$ cat src/rtl/seq_detector_prog.sv
// Run-time programmable Mealy sequence detector with a saturating match counter.
// Define SEQ_DET_REG_OUT_EN to register the match pulse by one cycle.
module seq_detector_prog #(
    parameter int PAT_W = 8,
    parameter int LEN_W = $clog2(PAT_W) + 1,
    parameter int CNT_W = 8
) (
    input  logic             clk,
    input  logic             reset,
    input  logic             in,
    input  logic             in_valid,
    input  logic             load,
    input  logic [PAT_W-1:0] pattern,
    input  logic [LEN_W-1:0] pat_len,
    input  logic             overlap_en,
    output logic             out,
    output logic [CNT_W-1:0] match_cnt,
    output logic             cnt_sat
);

    localparam logic [LEN_W-1:0] PAT_W_L = LEN_W'(PAT_W);
    localparam logic [CNT_W-1:0] CNT_MAX = '1;

    typedef enum logic {FILLING, ARMED} phase_t;

    logic [PAT_W-1:0] history;
    logic [PAT_W-1:0] pat_r;
    logic [PAT_W-1:0] mask;
    logic [PAT_W-1:0] window;
    logic [LEN_W-1:0] fill;
    logic [LEN_W-1:0] len_r;
    logic             ovl_r;
    logic             step;
    logic             match;
    phase_t           phase;

    function automatic logic [LEN_W-1:0] clamp_len(input logic [LEN_W-1:0] l);
        return (l > PAT_W_L) ? PAT_W_L : l;
    endfunction

    function automatic logic [LEN_W-1:0] sat_inc_fill(input logic [LEN_W-1:0] f);
        return (f >= PAT_W_L) ? PAT_W_L : f + LEN_W'(1);
    endfunction

    function automatic logic [CNT_W-1:0] sat_inc_cnt(input logic [CNT_W-1:0] c);
        return (c == CNT_MAX) ? c : c + CNT_W'(1);
    endfunction

    // Armed once fill+1 >= len_r; computed without the len_r-1 underflow.
    always_comb begin
        mask = '0;
        for (int i = 0; i < PAT_W; i++) begin
            mask[i] = (i < int'(len_r));
        end
        window = {history[PAT_W-2:0], in};
        step   = in_valid & ~load;
        phase  = (({1'b0, fill} + (LEN_W+1)'(1)) >= {1'b0, len_r}) ? ARMED : FILLING;
        match  = step && (len_r != '0) && (phase == ARMED) &&
                 ((window & mask) == (pat_r & mask));
    end

    always_ff @(posedge clk or posedge reset) begin
        if (reset) begin
            history <= '0;
            fill    <= '0;
            pat_r   <= '0;
            len_r   <= '0;
            ovl_r   <= 1'b1;
        end else if (load) begin
            pat_r   <= pattern;
            len_r   <= clamp_len(pat_len);
            ovl_r   <= overlap_en;
            history <= '0;
            fill    <= '0;
        end else if (in_valid) begin
            history <= window;
            // Non-overlapping mode starts collecting a fresh pattern after a hit.
            fill    <= (match && !ovl_r) ? '0 : sat_inc_fill(fill);
        end
    end

    always_ff @(posedge clk or posedge reset) begin
        if (reset) begin
            match_cnt <= '0;
            cnt_sat   <= 1'b0;
        end else if (match) begin
            match_cnt <= sat_inc_cnt(match_cnt);
            if (match_cnt >= CNT_MAX - CNT_W'(1)) begin
                cnt_sat <= 1'b1;
            end
        end
    end

`ifdef SEQ_DET_REG_OUT_EN
    logic out_r;

    always_ff @(posedge clk or posedge reset) begin
        if (reset) begin
            out_r <= 1'b0;
        end else begin
            out_r <= match;
        end
    end

    assign out = out_r;
`else
    assign out = match;
`endif

endmodule

$ cat config.mk
export PLATFORM = sky130hd
export DESIGN_NAME = seq_detector_prog
export DESIGN_NICKNAME = d
export VERILOG_FILES = /design/src/rtl/seq_detector_prog.sv
export SDC_FILE = /design/constraint.sdc
export NUM_CORES = 1
export LEC_CHECK = 0
export BUFFER_PORTS_ARGS = -buffer_cell sky130_fd_sc_hd__clkbuf_2
export CAP_MARGIN = 20
export CORE_ASPECT_RATIO = 1.75
export CORE_MARGIN = 2
export CORE_UTILIZATION = 55
export CTS_CLUSTER_SIZE = 12
export DETAILED_ROUTE_END_ITERATION = 7
export PLACE_DENSITY = 0.78
export RECOVER_POWER = 100
export SLEW_MARGIN = 30
export SYNTH_ARGS = -nofsm -noshare
export SYNTH_HDL_FRONTEND = slang
export SYNTH_SLANG_ARGS = --single-unit
$ cat constraint.sdc
create_clock -name clk -period 2.6 [get_ports clk]
set_input_delay 0.52 -clock clk [delete_from_list [all_inputs] [get_ports clk]]
set_output_delay 0.52 -clock clk [all_outputs]
set_load 0.02 [all_outputs]
==> impl_metrics.ini <==
[run_status]
outcome = finished, final reports clean

[sta]
finalSetupTns_ns = 0
drv_slew = 0
slew_headroom_pct = 18.96
fmax_mhz = 402.3
finalHoldViolations = 0
setup_slack_ns = 0.1144
rsz0062_at_grt = false
finalCriticalPeriod_ns = 2.486
tightest_slew_ns = 1.216
final-setup-viol-count = 0
period_share_pct = 95.60
clock_skew_ns = 0.008477

[worst_setup_path]
required_ns = 2.08
rrSetupSlack_ns = 0.18
reg2reg_to = match_cnt[5]
worstReg2RegStart = fill[0]
worst_ep_arrival_time_ns = 1.97
criticalPathCategory = flip-flop to output pin
path_max_fanout = 7
endpoint_kind = output pin
ff2ff_path_depth = 10
critPathLaunchType = flip-flop

[logic_synthesis]
ys_ff_latch = 33
ys_warn_count = 0
ys_seq_area_share_pct = 47.21
synth_common_cells = dfrtp_1, nor2_1, inv_1
syn-num-nets = 190
ys_async_sr_fraction_pct = 100.0
avgSynthCellArea_sq_um = 10.68
yosys-top-cells-area = dfrtp_1, mux2_2, ha_1
synth_cell_types = 31
postSynthCellCount = 164
ys.flop_type = dfrtp_1
synth_top_area_share_pct = 45.71
synth_area_sq_um = 1752
synth_top_area_cell = dfrtp_1
synth_edf_count = 0
synth.most_common_cell = dfrtp_1

[pwr]
power.internal_uw = 904.7
ir_drop_uv = 508.1
p_switching_uw = 441.0
power.leakage_nw = 0.9470
clkPwrFrac_pct = 29.7
p_seq_share_pct = 47.0
power.density_nw_per_um2 = 658.2
netSwitchingFraction_pct = 32.77
pwr-share-comb_pct = 23.3

[global_route]
grt_pass1_vias = 1376
met3_usage_pct = 5.057
grt_pass1_wl_microns = 6106
grt_max_degree = 29
grt_use_total_pct = 23.09
antenna_found_initial = 0
met2_usage_pct = 40.97
grt_overflow = 0
grtUsageMet1_pct = 23.76
busiest_layer = met2

[placement]
gp_congestion = 0.8705
io_buffers = 27
post-dp-hpwl_microns = 2674
dp_slack_ns = 0.1272

[clocking]
insertion_delay_ns = 0.28
cts-htree-levels = 2
cts_tree = built
clock_sinks = 33
cts_root_buf = clkbuf_8
cts_buffers = 5
postCtsHoldBufs = 0
clk_pin_slew_ns = 0.07
clk_path_buf_depth = 2

[floorplanning]
die_w_microns = 46.66
core-area_sq_um = 3108
initial_core_util_pct = 56.36
die-area_sq_um = 3670
io-pin-count = 28
fp.dieH_microns = 78.66
rows = 27

[detailed_routing]
ant_nets = 0
vias = 1320
via_per_inst = 5.455
drc = 0
drt_iter0_markers = 13
wirelength_microns = 3678
dr.pass1.iters = 4
wl_per_cell_microns = 15.20

[finish]
final_nets = 224
drive_gt1_share_pct = 23.62
antenna_cells = 0
area_delta_synth_final_pct = 16.71

[min_path]
hold_class = input pin to async pin

[job]
cap_violations = 0
## layer usage
layer	routed length [microns]	up-vias
met5	0	-
met4	165	0
met3	132	16
met2	2022	41
met1	1357	640
li1	-	623
## stage by stage
step	cell area, sq um	utilization (%)	hold slack (ns)	total power, mW	cells
2_1_floorplan	1752	-	0.5008	0.8627	164
3_3_place_gp	1944	62.56	0.4855	0.9492	233
3_5_place_dp	1944	62.56	0.4804	0.9687	233
4_1_cts	2053	66.06	0.3404	1.375	242
5_1_grt	2044	65.78	0.3964	1.424	242
6_report	2044	65.78	0.3240	1.346	242
## placed cells by master (no fill, tap or decap), drive strengths merged, types with 2 or more instances in the layout
cell,Yosys,final
o21ai,9,9
nor2b,2,2
o22ai,2,2
nand3,4,4
a21oi,6,6
nor3,4,4
ha,8,8
inv,13,13
nand2b,7,7
nor2,14,14
dfrtp,32,32
mux2i,9,9
xnor2,9,9
nor4,2,2
a2111oi,2,2
nand2,10,10
xor2,6,6
mux2,11,11
clkinv,0,2
buf,2,2
clkbuf,3,36
## logic make-up after synthesis
logic type,count (synthesis),share of synthesized area (%)
adder cells (fa/ha/maj),8,5.715
AO/OA/AOI/OAI,26,10.64
buffers and inverters,18,4.286
XOR/XNOR,15,7.500
multiplexers,20,12.21
flip-flops,33,47.21
AND/OR/NAND/NOR,44,12.43
## power by group through the flow
stage	clock network (mW)	logic, mW	registers [mW]
final	0.400	0.313	0.632
after global routing	0.433	0.350	0.641
after CTS	0.412	0.332	0.631
after detailed placement	0	0.328	0.640
after global placement	0	0.315	0.634
after floorplan	0	0.198	0.664
## worst max path at each step
stage                 start           end  cells past startpoint
detailed placement  fill[0]  match_cnt[5]                      9
global route        fill[1]           out                      8
CTS                 fill[0]           out                      8
global placement    fill[0]           out                      8
finish              fill[0]           out                      8
floorplan           fill[0]           out                      8
## critical path: stages (launching register included)
cell and delay (ns):
dfrtp_2 0.47, ha_4 0.19, xor2_1 0.17, ha_1 0.29, o21ai_1 0.06, o21ai_2 0.17, nand3_2 0.12, inv_1 0.08
buf_4 0.13
## sequential cells by signal, summed over array words and instances, names as in the netlist
| register | flops |
|---|---|
| match_cnt | 8 |
| ovl_r | 1 |
| fill | 4 |
| history | 7 |
| cnt_sat | 1 |
| pat_r | 8 |
| len_r | 4 |
## what timing repair did
item,CTS,global route
pin swaps,1,3
gates cloned,0,0
setup buffers,1,0
hold endpoints to repair,0,0
gates resized for setup,1,11
setup endpoints to repair,1,4
## cell type report
class	instances	area, sq um
clock inverter	2	13.76
inverter	13	48.80
timing repair buffer	32	146.4
multi-input combinational	113	870.8
clock buffer	6	82.58
tap	43	53.80
sequential	33	828.3
fill	274	1064
Power figures use the tool's default switching activity.
